**config.mk**
```make
export PLATFORM = sky130hd
export DESIGN_NAME = sap1_controller
export DESIGN_NICKNAME = d
export VERILOG_FILES = /design/src/rtl/sap1_pkg.sv /design/src/rtl/sap1_if.sv /design/src/rtl/sap1_microcode.sv /design/src/rtl/sap1_controller.sv
export SDC_FILE = /design/constraint.sdc
export NUM_CORES = 1
export LEC_CHECK = 0
export ABC_AREA = 1
export BUFFER_PORTS_ARGS = -buffer_cell sky130_fd_sc_hd__buf_2
export CAP_MARGIN = 20
export CORE_AREA = 5 5 42 44
export CTS_CLUSTER_DIAMETER = 200
export CTS_CLUSTER_SIZE = 8
export DETAILED_ROUTE_END_ITERATION = 10
export DIE_AREA = 0 0 47 49
export PLACE_DENSITY_LB_ADDON = 0.05
export RECOVER_POWER = 50
export SLEW_MARGIN = 5
export SYNTH_ARGS = -nofsm -noshare
export SYNTH_HDL_FRONTEND = slang
export SYNTH_HIERARCHICAL = 1
export SYNTH_SLANG_ARGS = --single-unit
```
**constraint.sdc**
```tcl
create_clock -name clk -period 1.5 [get_ports clk]
set_clock_uncertainty 0.1 [all_clocks]
set_input_delay 0.3 -clock clk [delete_from_list [all_inputs] [get_ports clk]]
set_output_delay 0.3 -clock clk [all_outputs]
set_load 0.1 [all_outputs]
```
**src/rtl/sap1_pkg.sv**
```systemverilog
// rtl/sap1_pkg.sv - shared opcodes, states and control-word layout for the SAP-1 controller
package sap1_pkg;

    localparam int CTRL_W = 13;

    // Control-word bit positions, MSB first
    localparam int PC_OE   = 12;
    localparam int PC_IE   = 11;
    localparam int PC_STEP = 10;
    localparam int MAR_IE  = 9;
    localparam int RAM_OE  = 8;
    localparam int IR_IE   = 7;
    localparam int IR_OE   = 6;
    localparam int A_IE    = 5;
    localparam int A_OE    = 4;
    localparam int B_IE    = 3;
    localparam int ALU_OE  = 2;
    localparam int ALU_SUB = 1;
    localparam int OUT_IE  = 0;

    localparam logic [3:0] OP_LDA = 4'b0000;
    localparam logic [3:0] OP_ADD = 4'b0001;
    localparam logic [3:0] OP_SUB = 4'b0010;
    localparam logic [3:0] OP_JMP = 4'b0011;
    localparam logic [3:0] OP_OUT = 4'b1110;
    localparam logic [3:0] OP_HLT = 4'b1111;

    typedef enum logic [2:0] {
        T0   = 3'd0,
        T1   = 3'd1,
        T2   = 3'd2,
        T3   = 3'd3,
        T4   = 3'd4,
        T5   = 3'd5,
        HALT = 3'd7
    } state_t;

    typedef enum logic [2:0] {
        K_LDA,
        K_ADD,
        K_SUB,
        K_JMP,
        K_OUT,
        K_HLT,
        K_NOP
    } op_kind_t;

    function automatic logic [CTRL_W-1:0] cbit(input int idx);
        return {{(CTRL_W-1){1'b0}}, 1'b1} << idx;
    endfunction

endpackage

```
**src/rtl/sap1_if.sv**
```systemverilog
// rtl/sap1_if.sv - state/opcode to control-word link between the state register and the microcode decoder
interface sap1_if #(
    parameter int OPCODE_W = 4
) ();
    import sap1_pkg::*;

    state_t              state;
    logic [OPCODE_W-1:0] opcode;
    logic [CTRL_W-1:0]   ctrl;
    state_t              next_state;

    modport master (
        output state,
        output opcode,
        input  ctrl,
        input  next_state
    );

    modport slave (
        input  state,
        input  opcode,
        output ctrl,
        output next_state
    );

endinterface

```
**src/rtl/sap1_microcode.sv**
```systemverilog
// rtl/sap1_microcode.sv - pure combinational microcode: (state, opcode) -> control word and next state
module sap1_microcode
    import sap1_pkg::*;
#(
    parameter int OPCODE_W = 4
) (
    sap1_if.slave uc
);

    op_kind_t kind;

    always_comb begin
        kind = K_NOP;
        if (uc.opcode == OPCODE_W'(OP_LDA))      kind = K_LDA;
        else if (uc.opcode == OPCODE_W'(OP_ADD)) kind = K_ADD;
        else if (uc.opcode == OPCODE_W'(OP_SUB)) kind = K_SUB;
        else if (uc.opcode == OPCODE_W'(OP_JMP)) kind = K_JMP;
        else if (uc.opcode == OPCODE_W'(OP_OUT)) kind = K_OUT;
        else if (uc.opcode == OPCODE_W'(OP_HLT)) kind = K_HLT;
    end

    // Fetch states ignore the opcode; it is only meaningful once the IR has loaded
    always_comb begin
        uc.ctrl       = '0;
        uc.next_state = T0;
        case (uc.state)
            T0: begin
                uc.ctrl       = cbit(PC_OE) | cbit(MAR_IE);
                uc.next_state = T1;
            end
            T1: begin
                uc.ctrl       = cbit(PC_STEP);
                uc.next_state = T2;
            end
            T2: begin
                uc.ctrl       = cbit(RAM_OE) | cbit(IR_IE);
                uc.next_state = T3;
            end
            T3: begin
                case (kind)
                    K_LDA, K_ADD, K_SUB: begin
                        uc.ctrl       = cbit(IR_OE) | cbit(MAR_IE);
                        uc.next_state = T4;
                    end
                    K_JMP:   uc.ctrl  = cbit(IR_OE) | cbit(PC_IE);
                    K_OUT:   uc.ctrl  = cbit(A_OE) | cbit(OUT_IE);
                    K_HLT:   uc.next_state = HALT;
                    default: uc.ctrl  = '0;
                endcase
            end
            T4: begin
                case (kind)
                    K_LDA: uc.ctrl = cbit(RAM_OE) | cbit(A_IE);
                    K_ADD: begin
                        uc.ctrl       = cbit(RAM_OE) | cbit(B_IE);
                        uc.next_state = T5;
                    end
                    K_SUB: begin
                        uc.ctrl       = cbit(RAM_OE) | cbit(B_IE) | cbit(ALU_SUB);
                        uc.next_state = T5;
                    end
                    default: uc.ctrl = '0;
                endcase
            end
            T5: begin
                case (kind)
                    K_ADD:   uc.ctrl = cbit(ALU_OE) | cbit(A_IE);
                    K_SUB:   uc.ctrl = cbit(ALU_OE) | cbit(A_IE) | cbit(ALU_SUB);
                    default: uc.ctrl = '0;
                endcase
            end
            HALT:    uc.next_state = HALT;
            default: uc.next_state = T0;
        endcase
    end

endmodule

```
**src/rtl/sap1_controller.sv**
```systemverilog
// rtl/sap1_controller.sv - SAP-1 control sequencer: T-state register, reset gating, debug outputs
module sap1_controller
    import sap1_pkg::*;
#(
    parameter int OPCODE_W = 4
) (
    input  logic                clk,
    input  logic                rst,
    input  logic [OPCODE_W-1:0] opcode,
    output logic [CTRL_W-1:0]   ctrl,
    output logic [2:0]          tstate,
    output logic                halted
);

    state_t state_q;
    state_t state_d;

    sap1_if #(.OPCODE_W(OPCODE_W)) uc_bus ();

    assign uc_bus.state  = state_q;
    assign uc_bus.opcode = opcode;
    assign state_d       = uc_bus.next_state;

    sap1_microcode #(.OPCODE_W(OPCODE_W)) u_microcode (
        .uc (uc_bus)
    );

    always_ff @(posedge clk) begin
        if (rst) state_q <= T0;
        else     state_q <= state_d;
    end

    // Gate during reset so the negedge-loading datapath sees no loads or counts
    assign ctrl   = rst ? '0 : uc_bus.ctrl;
    assign tstate = state_q;
    assign halted = (state_q == HALT);

endmodule
```
==> flow_summary.json, run 1 <==
{
  "fin_area_sq_mm": 0.001124,
  "violations": "setup timing",
  "dp_hpwl_microns": 1162,
  "end_kind": "output pin",
  "synthCells": 93,
  "grt_pass1_wl_microns": 2511,
  "rsz0062_at_grt": "yes",
  "wl_per_cell_microns": 9.579,
  "io_pins": 23,
  "setup_slack_ns": -0.2932,
  "dpl_worst_slack_ns": -0.2514,
  "final_cell_mix": "24 x inv_1, 18 x nor2_4, 18 x buf_12",
  "cts.clk_slew.worst_paths_ns": 0.04,
  "first_pass_iters": 4,
  "port_buffers": 22,
  "rows": 14,
  "critPathKind": "reg2out",
  "finalWirelength_microns": 1389,
  "largest_reg_flops": 3,
  "drc": 0,
  "syn2layout_area_growth_pct": 138.8,
  "antennaDiodeCount": 0,
  "die_w_microns": 47,
  "finalHoldViolations": 0,
  "layout_commonest_cell": "inv_1",
  "setup-violations-final": 14,
  "fin_crit_sh_pct": 119.5,
  "coreArea_sq_mm": 0.001401,
  "relSlewSlack_pct": 79.10,
  "cts-hold-fix-buffers": 0,
  "start_util_pct": 33.57,
  "clock_latency_ns": 0.22,
  "overflow": 0,
  "leakage_nw": 0.4846,
  "drt_iter0_markers": 4,
  "synth.distinct_cells": 17,
  "nets": 136,
  "cts_root_buffer": "clkbuf_4",
  "worstSetupStartpointType": "flop",
  "path_max_fanout": 5,
  "hp-class": "in2reg",
  "cap_violations": 0,
  "cellPowerDensity_mw_per_mm2": 489.6,
  "arrival_ns": 1.39,
  "yosysTopAreaCell": "inv_1",
  "placed_area_sq_mm": 0.001046,
  "ant_nets": 0,
  "die_area_sq_mm": 0.002303,
  "ir_drop_v": 0.0004887,
  "antenna_found_initial": 0,
  "vias": 641,
  "synth_nets": 99,
  "cp.required_ns": 1.10,
  "cts_tree": "yes",
  "drive_above_1_share_pct": 57.36,
  "place_congestion": 0.8328,
  "slew_violations": 0,
  "synth-seq-area-share_pct": 12.77,
  "grt_usage_pct": 13.49,
  "cts.path.max_buffers": 2,
  "viasPerCell": 4.421,
  "tightest_slew_ns": 0.3103,
  "cts.sinks": 3,
  "syn-cell-area_sq_um": 470.5,
  "synthDominantCellAreaShare_pct": 23.14,
  "cts_inserted_buffers": 3,
  "fin_crit_ns": 1.793,
  "avgSynthCellArea_sq_um": 5.059,
  "fmax_mhz": 557.7,
  "synth_seq_cells": 3,
  "grt_max_degree": 17,
  "die_h_microns": 49,
  "synthTopCellsByArea": "inv_1 23%, nor2_1 19%, dfxtp_1 13%, nand2_1 8.8%, nor2_2 6.6%",
  "power.total_uw": 550.1,
  "h-tree-depth": 1,
  "status": "finished, violations left",
  "yosys_warnings": 6,
  "grt_pass1_vias": 654
}
-- where the power goes --
| group | switching, mW | internal, mW | leakage (nW) |
|---|---|---|---|
| Combinational | 0.206 | 0.116 | 0.443 |
| Sequential | 0.00871 | 0.0835 | 0.0267 |
| Clock | 0.0364 | 0.0994 | 0.0150 |
-- worst max-delay path, cell delays in order, from the launching register on --
cell and delay, ns:
dfxtp_4 0.37, nand2_4 0.06, nor2_4 0.09, inv_2 0.06, buf_6 0.13, o21ai_2 0.12, inv_2 0.06, nor2_4 0.09
buf_12 0.18
-- final timing paths --
path | startpoint | to | slack, ns | cells after the start
worst max-delay path | tstate[0]$_SDFF_PP0_ | ctrl[9] | -0.29 | 8
worst min-delay path | rst | tstate[2]$_SDFF_PP0_ | 0.39 | 3
worst max register to register | tstate[0]$_SDFF_PP0_ | tstate[1]$_SDFF_PP0_ | 0.35 | 7
worst min register to register | tstate[2]$_SDFF_PP0_ | tstate[0]$_SDFF_PP0_ | 0.64 | 5
-- cell type report --
type	instances	area, sq um
sequential	3	71.32
clock buffer	4	26.28
fill	95	277.8
multi-input combinational	57	414.1
tap	16	20.02
inverter	30	112.6
timing repair buffer	35	479.2
-- metal layers --
| layer | up-vias | GRT usage (%) | part of all wire [%] |
|---|---|---|---|
| li1 | 342 | - | - |
| met1 | 287 | 16.59 | 40 |
| met2 | 12 | 24.43 | 55 |
| met3 | 0 | 1.845 | 4.9 |
| met4 | 0 | 1.382 | 0 |
| met5 | - | 0 | 0 |
-- repair_timing --
item	4_1_cts	5_1_grt
hold endpoints to repair	0	0
buffers inserted	1	0
gates resized for setup	9	8
pin swaps	10	3
setup endpoints to repair	13	14
-- through the flow --
stage | setup TNS, ns | hold slack, ns | instances | utilization [%]
floorplan | -4.577 | 0.4108 | 93 | -
global placement | -1.388 | 0.5761 | 140 | 74.64
detailed placement | -1.627 | 0.5736 | 140 | 74.64
CTS | -3.266 | 0.3916 | 145 | 78.66
global route | -4.401 | 0.3901 | 145 | 80.18
finish | -3.054 | 0.3866 | 145 | 80.18
-- cells by family after synthesis --
group           synth area share [%]
flops                          12.77
compound gates                 9.306
simple gates                   46.81
buf+inv                        31.11
-- cells in the mapped netlist, drive strengths merged --
cell type  count
dfxtp          3
inv           30
o21ai          5
nand2         13
nor2          29
nand3b         1
nor4           1
buf            3
a21oi          3
nand3          5
Note: power is estimated with default switching activity, not from simulation.
==> run 2, diff against run 1 <==
- PLACE_DENSITY: not set -> 0.68
- PLACE_DENSITY_LB_ADDON: 0.05 -> not set
==> flow_summary.json, run 2 (synthesis gave the netlist of run 1 again) <==
{
  "end_kind": "output pin",
  "slowest_stage": "dfxtp_4",
  "cap_violations": 0,
  "port_buffers": 22,
  "tightest_slew_ns": 0.2624,
  "cp_num_buf_inv": 2,
  "fin_area_sq_mm": 0.001146,
  "crit_chain": "nor2_1 > nand2_2 > o21ai_0 > inv_1 > nor2_4 > buf_12",
  "path_depth": 6,
  "cp.required_ns": 1.10,
  "die_w_microns": 47,
  "cellPowerDensity_mw_per_mm2": 496.6,
  "antennaDiodeCount": 0,
  "hp-start": "rst",
  "drc": 0,
  "drt_iter0_markers": 4,
  "violations": "setup timing",
  "io_pins": 23,
  "reg2reg_to": "tstate[1]$_SDFF_PP0_",
  "hold_ws_ns": 0.3414,
  "relSlewSlack_pct": 82.32,
  "rows": 14,
  "slew_violations": 0,
  "h-tree-depth": 1,
  "critPathKind": "reg2out",
  "first_pass_iters": 4,
  "drive_above_1_share_pct": 57.25,
  "status": "finished, violations left",
  "finalHoldViolations": 0,
  "path_max_fanout": 5,
  "coreArea_sq_mm": 0.001401,
  "reg2reg_depth": 8,
  "fin_crit_ns": 1.840,
  "power.total_uw": 569.2,
  "final_util_pct": 81.79,
  "clock_latency_ns": 0.24,
  "finalWirelength_microns": 1741,
  "grt_pass1_vias": 672,
  "max_stage_delay_ns": 0.36,
  "cts.path.max_buffers": 2,
  "critPathTopFamily": "simple AND/OR/NAND/NOR gates",
  "antenna_found_initial": 0,
  "hp-class": "in2reg",
  "fin_crit_sh_pct": 122.6,
  "die_h_microns": 49,
  "grt_usage_pct": 16.16,
  "overflow": 0,
  "setup_slack_ns": -0.3396,
  "cts.clk_slew.worst_paths_ns": 0.04,
  "start_util_pct": 33.57,
  "leakage_nw": 0.4992,
  "ir_drop_v": 0.0005827,
  "setup-violations-final": 14,
  "viasPerCell": 4.497,
  "cts-hold-fix-buffers": 0,
  "syn2layout_area_growth_pct": 143.6,
  "holdPathStages": 3,
  "grt_max_degree": 10,
  "crit-reg2reg-launch": "tstate[2]$_SDFF_PP0_",
  "cts_tree": "yes",
  "place_congestion": 0.8066,
  "fmax_mhz": 543.6,
  "worstSetupStartpointType": "flop",
  "nets": 138,
  "dp_hpwl_microns": 1271,
  "grt_pass1_wl_microns": 2753,
  "ant_nets": 0,
  "final_cell_mix": "25 x inv_1, 19 x buf_12, 17 x nor2_4",
  "arrival_ns": 1.44,
  "rsz0062_at_grt": "yes",
  "die_area_sq_mm": 0.002303,
  "wl_per_cell_microns": 11.84,
  "placed_area_sq_mm": 0.001059,
  "min_to": "tstate[0]$_SDFF_PP0_",
  "largest_reg_flops": 3,
  "cts_root_buffer": "clkbuf_4",
  "r2r_slack_ns": 0.22,
  "layout_commonest_cell": "inv_1",
  "vias": 661,
  "cts.sinks": 3,
  "dpl_worst_slack_ns": -0.2189,
  "cts_inserted_buffers": 3
}
## run 2: changes by cell type in the layout (fill, tap and decap cells not counted), sizes merged
cell  change
buf       +2
## run 2: area by class of cell
cell class                 count  area, sq um
fill                          86        255.2
tap                           16        20.02
clock buffer                   4        26.28
inverter                      30        112.6
multi-input combinational     57        409.1
sequential                     3        71.32
timing repair buffer          37        506.7
## run 2: worst max path at each step
stage                         startpoint       to
finish              tstate[1]$_SDFF_PP0_  ctrl[8]
detailed placement             opcode[3]  ctrl[8]
CTS                 tstate[0]$_SDFF_PP0_  ctrl[4]
global route        tstate[1]$_SDFF_PP0_  ctrl[4]
global placement               opcode[3]  ctrl[8]
floorplan           tstate[0]$_SDFF_PP0_  ctrl[4]
## run 2: timing repair
| item | CTS | global route |
|---|---|---|
| setup buffers | 1 | 2 |
| gates cloned | 0 | 0 |
| gates resized for setup | 8 | 6 |
| pin swaps | 3 | 4 |
| endpoints found under the setup margin | 14 | 14 |
## run 2: tightest hold or removal path, delay by kind of cell
family / cells / cell delay (ns)
buf+inv: 2 / 0.29
simple gates: 1 / 0.05
## run 2: report_power, final
| part | switching (mW) | internal, mW |
|---|---|---|
| combinational | 0.209 | 0.123 |
| sequential | 0.00979 | 0.0836 |
| clock | 0.0441 | 0.0998 |
## run 2: metal layers
metal | track usage (%) | part of all wire [%] | up-vias
li1 | - | - | 343
met1 | 17.69 | 37 | 296
met2 | 28.05 | 56 | 18
met3 | 1.107 | 3.9 | 4
met4 | 10.14 | 2.2 | 0
met5 | 0 | 0 | -
## run 2: stage by stage
step / setup TNS, ns / std cells
after floorplan: -4.577 / 93
after global placement: -1.244 / 140
after detailed placement: -1.544 / 140
after CTS: -3.414 / 145
after global routing: -5.084 / 147
final: -3.715 / 147
==> run 3, diff against run 2 <==
- PLACE_DENSITY: 0.68 -> not set
==> flow_summary.json, run 3 (synthesis gave the netlist of run 1 again) <==
{
  "h-tree-depth": 1,
  "power.total_uw": 562.6,
  "slew_violations": 0,
  "nets": 139,
  "placed_cells": 139,
  "setup-violations-final": 14,
  "clock_latency_ns": 0.24,
  "seq_area_sq_um": 71.32,
  "fmax_mhz": 537.6,
  "multi_input_area_sq_um": 410.4,
  "tightest_slew_ns": 0.2504,
  "p_sw_uw": 260.9,
  "crit_path_end": "ctrl[4]",
  "reg2reg_to": "tstate[1]$_SDFF_PP0_",
  "fin_crit_sh_pct": 124.0,
  "fin_crit_ns": 1.860,
  "ir_drop_v": 0.0004872,
  "finalHoldViolations": 0,
  "grt_max_degree": 13,
  "seq_power_share_pct": 16.5,
  "totalNegativeSetupSlack_ns": -3.474,
  "crit-reg2reg-launch": "tstate[0]$_SDFF_PP0_",
  "cts.path.max_buffers": 2,
  "start_util_pct": 33.57,
  "cts-hold-fix-buffers": 0,
  "setup_slack_ns": -0.3602,
  "viasPerCell": 4.473,
  "hp-class": "in2reg",
  "reg2reg_depth": 8,
  "leakage_nw": 0.4956,
  "ant_nets": 0,
  "cts_root_buffer": "clkbuf_4",
  "cp.required_ns": 1.10,
  "layout_commonest_cell": "inv_1",
  "io_pins": 23,
  "dp_hpwl_microns": 1146,
  "rows": 14,
  "relSlewSlack_pct": 83.13,
  "arrival_ns": 1.46,
  "drc": 0,
  "final_util_pct": 81.70,
  "grt_usage_pct": 13.51,
  "grt_pass1_wl_microns": 2332,
  "path_max_fanout": 5,
  "timing.critical_path.from": "tstate[0]$_SDFF_PP0_",
  "grt_pass1_vias": 635,
  "finalWirelength_microns": 1504,
  "cellPowerDensity_mw_per_mm2": 491.4,
  "overflow": 0,
  "wl_per_cell_microns": 10.16,
  "place_congestion": 0.8185,
  "port_buffers": 22,
  "die_h_microns": 49,
  "n_fill_cell": 89,
  "cts.sinks": 3,
  "swShare_pct": 46.37,
  "syn2layout_area_growth_pct": 143.4,
  "fin_cells": 148,
  "status": "finished, violations left",
  "r2r_slack_ns": 0.21,
  "first_pass_iters": 4,
  "critPathKind": "reg2out",
  "cap_violations": 0,
  "die_area_sq_mm": 0.002303,
  "rsz0062_at_grt": "yes",
  "drive_above_1_share_pct": 56.82,
  "drt_iter0_markers": 12,
  "final_cell_mix": "25 x inv_1, 18 x nor2_4, 18 x buf_12",
  "vias": 662,
  "combPwrFrac_pct": 57.5,
  "largest_reg_flops": 3,
  "pwr-share-clk_pct": 26.0,
  "worstSetupStartpointType": "flop",
  "coreArea_sq_mm": 0.001401,
  "antennaDiodeCount": 0,
  "cts_tree": "yes",
  "antenna_found_initial": 0,
  "end_kind": "output pin",
  "violations": "setup timing",
  "p_int_uw": 301.7,
  "cts_inserted_buffers": 3,
  "die_w_microns": 47,
  "cts.clk_slew.worst_paths_ns": 0.04
}
==> run 3: timing repair <==
action                     in CTS  in global routing
resized for setup               7                  9
setup buffers                   2                  3
setup endpoints to repair      14                 14
pin swaps                       2                  3
==> run 3: through the flow <==
step                      hold slack [ns]  area, sq um  setup slack, ns
after floorplan                    0.4108        591.8          -0.5749
after global placement             0.4689         1039          -0.1777
after detailed placement           0.4726         1039          -0.2045
after CTS                          0.2142         1102          -0.3503
after global routing               0.2315         1145          -0.4545
final                              0.2227         1145          -0.3602
==> run 3: critical path: stages, from the launching register on <==
cell     delay [ns]
dfxtp_4        0.37
nand2_4        0.07
nor2_4         0.14
inv_4          0.06
nor4_4         0.16
inv_1          0.11
nor2_4         0.13
buf_12         0.18
==> run 3: area by class of cell <==
cell class,count,share of cell area (%)
flip-flops and latches,3,6.229
repair buffers,38,43.83
inverters,30,10.05
multi-input cells,57,35.85
well taps,16,1.749
clock buffers,4,2.295
==> run 3: power by group through the flow <==
stage / Combinational (mW) / Sequential (mW) / Clock [mW]
after floorplan: 0.158 / 0.128 / 0
after global placement: 0.300 / 0.0930 / 0
after detailed placement: 0.303 / 0.0933 / 0
after CTS: 0.314 / 0.0922 / 0.156
after global routing: 0.340 / 0.0944 / 0.166
final: 0.324 / 0.0929 / 0.146
==> run 3: worst min-delay path by stage <==
stage	startpoint	endpoint	slack, ns	cells after the start
2_1_floorplan	rst	tstate[2]$_SDFF_PP0_	0.41	2
3_3_place_gp	rst	tstate[2]$_SDFF_PP0_	0.47	2
3_5_place_dp	rst	tstate[2]$_SDFF_PP0_	0.47	2
4_1_cts	rst	tstate[2]$_SDFF_PP0_	0.21	2
5_1_grt	rst	tstate[2]$_SDFF_PP0_	0.23	2
6_report	rst	tstate[2]$_SDFF_PP0_	0.22	2
==> run 3: layer usage <==
| metal | up-vias | share of wire, % | global-route usage, % |
|---|---|---|---|
| met5 | - | 0 | 0 |
| met4 | 0 | 2.9 | 9.217 |
| met3 | 4 | 4.3 | 1.107 |
| met2 | 16 | 56 | 24.89 |
| met1 | 302 | 37 | 12.94 |
| li1 | 340 | - | - |
